**config.mk**
```make
export PLATFORM = sky130hd
export DESIGN_NAME = pipe_stage_reg
export DESIGN_NICKNAME = d
export VERILOG_FILES = /design/src/rtl/pipe_stage_reg.sv
export SDC_FILE = /design/constraint.sdc
export NUM_CORES = 1
export LEC_CHECK = 0
export ABC_AREA = 1
export CELL_PAD_IN_SITES_DETAIL_PLACEMENT = 0
export CELL_PAD_IN_SITES_GLOBAL_PLACEMENT = 1
export CORE_ASPECT_RATIO = 1.4
export CORE_MARGIN = 1
export CORE_UTILIZATION = 28
export CTS_CLUSTER_DIAMETER = 40
export CTS_CLUSTER_SIZE = 25
export DETAILED_ROUTE_END_ITERATION = 16
export GPL_ROUTABILITY_DRIVEN = 0
export PLACE_DENSITY = 0.79
export SYNTH_ARGS = -nofsm -noshare
export SYNTH_HDL_FRONTEND = slang
export SYNTH_SLANG_ARGS = --single-unit
```
**constraint.sdc**
```tcl
create_clock -name clk -period 1.74 [get_ports clk]
set_input_delay 0.348 -clock clk [delete_from_list [all_inputs] [get_ports clk]]
set_output_delay 0.348 -clock clk [all_outputs]
set_load 0.01 [all_outputs]
```
**src/rtl/pipe_stage_reg.sv**
```systemverilog
// Generic inter-stage pipeline register: PC + control + data, with valid, flush, stall-hold and NOP-bubble insertion.
// Latency 1 cycle, all outputs registered; stall holds contents in place and flush overrides stall.
module pipe_stage_reg #(
  parameter int          CTRL_W   = 20,
  parameter int          DATA_W   = 101,
  parameter logic [31:0] PC_RESET = 32'h3000,
  parameter int          CNT_W    = 16
) (
  input  logic              clk,
  input  logic              reset,
  input  logic              stall,
  input  logic              flush,
  input  logic              bubble,
  input  logic [31:0]       pc_in,
  input  logic [CTRL_W-1:0] ctrl_in,
  input  logic [DATA_W-1:0] data_in,
  input  logic              valid_in,
  output logic [31:0]       pc_out,
  output logic [CTRL_W-1:0] ctrl_out,
  output logic [DATA_W-1:0] data_out,
  output logic              valid_out,
  output logic              held,
  output logic [CNT_W-1:0]  stall_cnt,
  output logic [CNT_W-1:0]  bubble_cnt
);

  localparam logic [CNT_W-1:0] CNT_MAX = '1;
  localparam logic [CNT_W-1:0] CNT_ONE = CNT_W'(1);

  always_ff @(posedge clk) begin
    if (reset) begin
      pc_out     <= PC_RESET;
      ctrl_out   <= '0;
      data_out   <= '0;
      valid_out  <= 1'b0;
      held       <= 1'b0;
      stall_cnt  <= '0;
      bubble_cnt <= '0;
    end else if (flush) begin
      // Killed slot keeps the incoming PC so exception/branch logic can still see it.
      pc_out    <= pc_in;
      ctrl_out  <= '0;
      data_out  <= '0;
      valid_out <= 1'b0;
      held      <= 1'b0;
    end else if (stall) begin
      held <= 1'b1;
      if (stall_cnt != CNT_MAX)
        stall_cnt <= stall_cnt + CNT_ONE;
    end else if (bubble) begin
      // All-zero control word decodes to a NOP downstream.
      pc_out    <= pc_in;
      ctrl_out  <= '0;
      data_out  <= data_in;
      valid_out <= 1'b0;
      held      <= 1'b0;
      if (bubble_cnt != CNT_MAX)
        bubble_cnt <= bubble_cnt + CNT_ONE;
    end else begin
      pc_out    <= pc_in;
      ctrl_out  <= ctrl_in;
      data_out  <= data_in;
      valid_out <= valid_in;
      held      <= 1'b0;
    end
  end

endmodule
```
-- Word-level counts from Yosys, hierarchy flattened
Cells that the tools add are included.
- bits in registers: 187
- input port bits: 159
- output and inout port bits: 187
- word-level logic and storage cells: 22
- add/sub/neg operators: 2
- equal/unequal tests: 3
- muxes and demuxes: 5
- bitwise logic cells: 2
- reduce and logical (&&, ||, !) cells: 3
- operators with widths (cell ; count):
    32-bit 2-to-1 mux ; 2
    16-bit by 1-bit adder with 16-bit output (second input constant) ; 2
    16-bit inequality test (second input constant) ; 2
    20-bit 2-to-1 mux ; 1
    4-bit AND reduction ; 1
    3-bit AND reduction ; 1
    1-bit 2-to-1 mux ; 2
    2-bit by 1-bit inequality test with 1-bit output (second input constant) ; 1
    1-bit NOT ; 2
    2-bit OR reduction ; 1

-- Logic depth before layout (Yosys ltp)
Gate-level depths: netlist of the first run.
- word-level depth: 2
- depth in mapped cells: 10
- gate-level depth less buffers: 10

-- Worst setup path after synthesis of the first run
No wires, ideal clock.
- kind: reg-to-reg
- start point: register bubble_cnt[0]
- end point: register bubble_cnt[13]
- setup time: 0.115 ns
- arrival: 1.359 ns
- required time: 1.625 ns
- path slack: 0.266 ns
- cell stages (with the launch flop): 11
- path buffers: 1
- period minus slack after synthesis: 1.474 ns
- cells stage by stage: dfxtp_1 ha_1 nand2_1 nor2_1 nand2_1 nor2_1 nor2_2 buf_6 nand3_1 nand2_1 nor2_1
- word-level cells in the longest chain between the ends: 2
- elaborated cells between the ends (all ways): 3
- classes of those cells: add/sub: 1; eq/ne: 1; reduce/logical: 1
- RTL lines (what ; RTL line ; text):
    start, declared ; 24 ; output logic [CNT_W-1:0] bubble_cnt
    start signal, assigned ; 58 ; bubble_cnt <= bubble_cnt + CNT_ONE;
    branches (longest 2 deep; another with 16-bit by 1-bit adder with 16-bit output) ; -- ;
Several ways; the timed one is not identified.
A chain may end at the register's enable or synchronous reset.

-- Final worst setup path of the first run
- start point: register data_out[70]
- end point: output data_out[70]
- RTL lines (what ; RTL line ; text):
    start, declared ; 20 ; output logic [DATA_W-1:0] data_out,
    start signal, assigned ; 54 ; data_out <= data_in;
    start signal, assigned ; 62 ; data_out <= data_in;
No word-level cell between the ends.

==> results.tsv, run 1 <==
stage	metric	value	unit
worst_setup_path	ff2ff_setup_slack	0.17	ns
synth	ys_ff_latch	187	
grt	antenna_found_initial	0	
sta	fin_ws	0.05134	ns
power_and_ir_drop	sw_frac_of_total	24.06	%
power_and_ir_drop	power	9.685	mW
cells_and_area	filler_cell_count	2449	
cts	cts.hold.buffers_added	0	
synth	synth_top_family_by_area	simple AND/OR/NAND/NOR gates	
cells_and_area	layout_common_cells	nand2_1 (310), clkdlybuf4s50_1 (284), dfxtp_1 (166)	
cts	clkLatencyLatePin	0.44	ns
synth	synth_compound_area_share	12.07	%
worst_setup_path	r2r_end	stall_cnt[12]	
worst_setup_path	criticalPathCategory	reg2out	
floorplan	die_w	136.5	um
sta	clock_skew	0.01164	ns
drt	avgViaCountPerCell	4.440	
floorplan	initial_core_util	28.65	%
worst_setup_path	worst_path_largest_cell_delay	0.57	ns
worst_setup_path	start_kind	flop	
drt	drt_first_pass_iters	5	
cells_and_area	nets	1489	
worst_setup_path	path_buf_inv	1	
worst_setup_path	cp_slowest_cell	clkdlybuf4s50_1	
cells_and_area	layout_commonest_cell	nand2_1	
grt	grt.total_usage	18.22	%
sta	tns	0	ns
cts	cts-resized-gates	47	
drt	vias	7343	
power_and_ir_drop	pwr-share-comb	12.9	%
power_and_ir_drop	power_leakage	5.307	nW
flow_run	max_cap_violations	0	
power_and_ir_drop	clkPwrFrac	40.6	%
cells_and_area	synthToLayoutAreaGrowth	66.89	%
synth	synth_cell_types	24	
power_and_ir_drop	peakVddDrop	0.0006604	V
cts	cts_buffers	17	
cells_and_area	utilization	47.81	%
cts	clock_sinks	187	
synth	synth-simple-area-share	27.99	%
synth	yosys.area_share.adder	0.3528	%
placed_design	pre_cts_ws	-0.1414	ns
cts	root_buffer	clkbuf_16	
synth	syn_avg_cell_area	7.267	sq um
cells_and_area	fin_area	11840	sq um
synth	synth.area.mux_share	0	%
power_and_ir_drop	power.switching	2.330	mW
drt	initialDrtViolationCount	263	
grt	overflow	0	
power_and_ir_drop	power.internal	7.355	mW
floorplan	core_area	24760	sq um
worst_setup_path	r2r_cells	10	
sta	worstMarginPinSlew	0.4666	ns
placed_design	portBuffers	345	
worst_setup_path	endpoint	data_out[70]	
cells_and_area	multi_input_area	2905	sq um
power_and_ir_drop	pwr_density_cell	818.2	nW/um^2
outcome	status	finished clean	
drt	drc	0	
sta	post-route-period-util	97.05	%
floorplan	dieArea	25980	sq um
cts	cts_setup_buffers	0	
synth	syn_nets	1137	
drt	ant_nets	0	
cells_and_area	drive_gt1_share	7.916	%
drt	wl_per_cell	14.68	um
grt	grt_max_degree	97	
worst_setup_path	worst_ep_required_time	1.39	ns
cts	cts_tree	yes	
floorplan	rows	68	
placed_design	dp_hpwl	17990	um
cells_and_area	seq_area	3770	sq um
sta	finalMaxSlewViolations	0	
floorplan	top_level_ports	346	
sta	slew_headroom	68.89	%
grt	grt_pass1_vias	6756	
placed_design	placed_area	11160	sq um
cts	cts_buffer_depth	2	
cts	htreeDepth	4	
synth	syn_area	7093	sq um
worst_setup_path	cp-startpoint	data_out[70]	
worst_setup_path	arrival	1.34	ns
sta	rsz0062_at_grt	false	
sta	finalSetupViolations	0	
worst_setup_path	cp_num_cells	1	
cts	clk_pin_slew_worst_paths	0.07	ns
sta	final_hold_viol_count	0	
worst_setup_path	reg2reg_from	stall_cnt[0]	
power_and_ir_drop	seqPwrFrac	46.5	%
min_path	hp-class	in2reg	
sta	max_freq	592.2	MHz
worst_setup_path	crit_family	buffers and inverters	
grt	grt_pass1_wl	36230	um
sta	min_period	1.689	ns
drt	routed_wl	24290	um
synth	synth_cells	976	
synth	seq_area_frac_synth	52.78	%
worst_setup_path	path_max_fanout	2	
cells_and_area	antenna_cells	0	
floorplan	die_y	190.3	um
synth	synth_xor_area_share	0.3704	%
worst_setup_path	crit_chain	clkdlybuf4s50_1	
synth	synth_warnings	0	
worst_setup_path	crit_path_end_kind	primary output	
## through the flow
stage	instances	hold WS (ns)
detailed placement	1624	0.4444
CTS	1654	0.2344
global placement	1624	0.4379
global route	1654	0.2549
finish	1654	0.2477
floorplan	976	0.4612
## worst min-delay path by stage
stage                 startpoint  depth (start not counted)           end
global route               stall                          3   data_out[8]
floorplan              pc_in[12]                          2    pc_out[12]
detailed placement   ctrl_out[8]                          2   ctrl_out[8]
finish                     stall                          3   data_out[8]
global placement    ctrl_out[14]                          2  ctrl_out[14]
CTS                        stall                          3   data_out[8]
## state kept, by name, summed over array words and instances, names as in the netlist
name and cells:
stall_cnt 16, pc_out 32, bubble_cnt 16, valid_out 1
data_out 101, held 1, ctrl_out 20
## metal layers
metal | GRT usage (%) | vias to the layer above | share of wire [%]
met5 | 0 | - | 0
met1 | 18.91 | 3262 | 38
met3 | 6.140 | 28 | 8.9
met4 | 7.222 | 0 | 2.1
met2 | 33.09 | 275 | 51
li1 | - | 3778 | -
## cells in the mapped netlist
| cell | n | area share (%) |
|---|---|---|
| buf_4 | 1 | 0.11 |
| dfxtp_1 | 187 | 53 |
| inv_2 | 3 | 0.16 |
| nor3_1 | 3 | 0.21 |
| inv_1 | 55 | 2.9 |
| nand3_2 | 1 | 0.14 |
| nor2_2 | 4 | 0.35 |
| ha_1 | 2 | 0.35 |
| nand2_2 | 1 | 0.088 |
| buf_1 | 5 | 0.26 |
| clkbuf_1 | 23 | 1.2 |
| buf_6 | 1 | 0.16 |
| nor3_2 | 1 | 0.14 |
| o21ai_0 | 54 | 3.8 |
| buf_2 | 23 | 1.6 |
| xor2_1 | 3 | 0.37 |
| a21oi_1 | 117 | 8.3 |
| nor2_4 | 1 | 0.16 |
| nand2_1 | 310 | 16 |
| nand3_1 | 36 | 2.5 |
| nand4_2 | 1 | 0.18 |
| nand3b_1 | 1 | 0.11 |
| nand4_1 | 3 | 0.26 |
| nor2_1 | 140 | 7.4 |
## logic make-up (layout without fill, tap and decap cells)
group / count (synthesis) / count (layout)
simple gates: 502 / 502
compound gates: 171 / 171
fa+ha+maj: 2 / 2
flops: 187 / 187
buf+inv: 111 / 474
xor+xnor: 3 / 3
## layout make-up
class                      count  share of cell area, %
timing repair buffer         386                  33.46
clock buffer                  19                  3.826
sequential                   187                  31.85
clock inverter                11                  1.131
tap                          315                  3.329
multi-input combinational    678                  24.54
inverter                      58                  1.860
## power groups by stage
stage	registers [mW]	clock network, mW	logic (mW)
3_5_place_dp	4.60	0	1.28
2_1_floorplan	4.67	0	0.356
5_1_grt	4.52	4.21	1.36
6_report	4.51	3.93	1.25
4_1_cts	4.51	4.07	1.27
3_3_place_gp	4.60	0	1.27
Note: power is estimated with default switching activity, not from simulation.
==> run 2, diff against run 1 <==
--- a/config.mk
+++ b/config.mk
@@ -6,13 +6,14 @@
 export NUM_CORES = 1
 export LEC_CHECK = 0
 export ABC_AREA = 1
+export CAP_MARGIN = 0
 export CELL_PAD_IN_SITES_DETAIL_PLACEMENT = 0
 export CELL_PAD_IN_SITES_GLOBAL_PLACEMENT = 1
 export CORE_ASPECT_RATIO = 1.4
 export CORE_MARGIN = 1
 export CORE_UTILIZATION = 28
 export CTS_CLUSTER_DIAMETER = 40
-export CTS_CLUSTER_SIZE = 25
+export CTS_CLUSTER_SIZE = 8
 export DETAILED_ROUTE_END_ITERATION = 16
 export GPL_ROUTABILITY_DRIVEN = 0
 export PLACE_DENSITY = 0.79
==> results of run 2 <==
No change in the layout: final DEF, timing and power equal those of run 1.
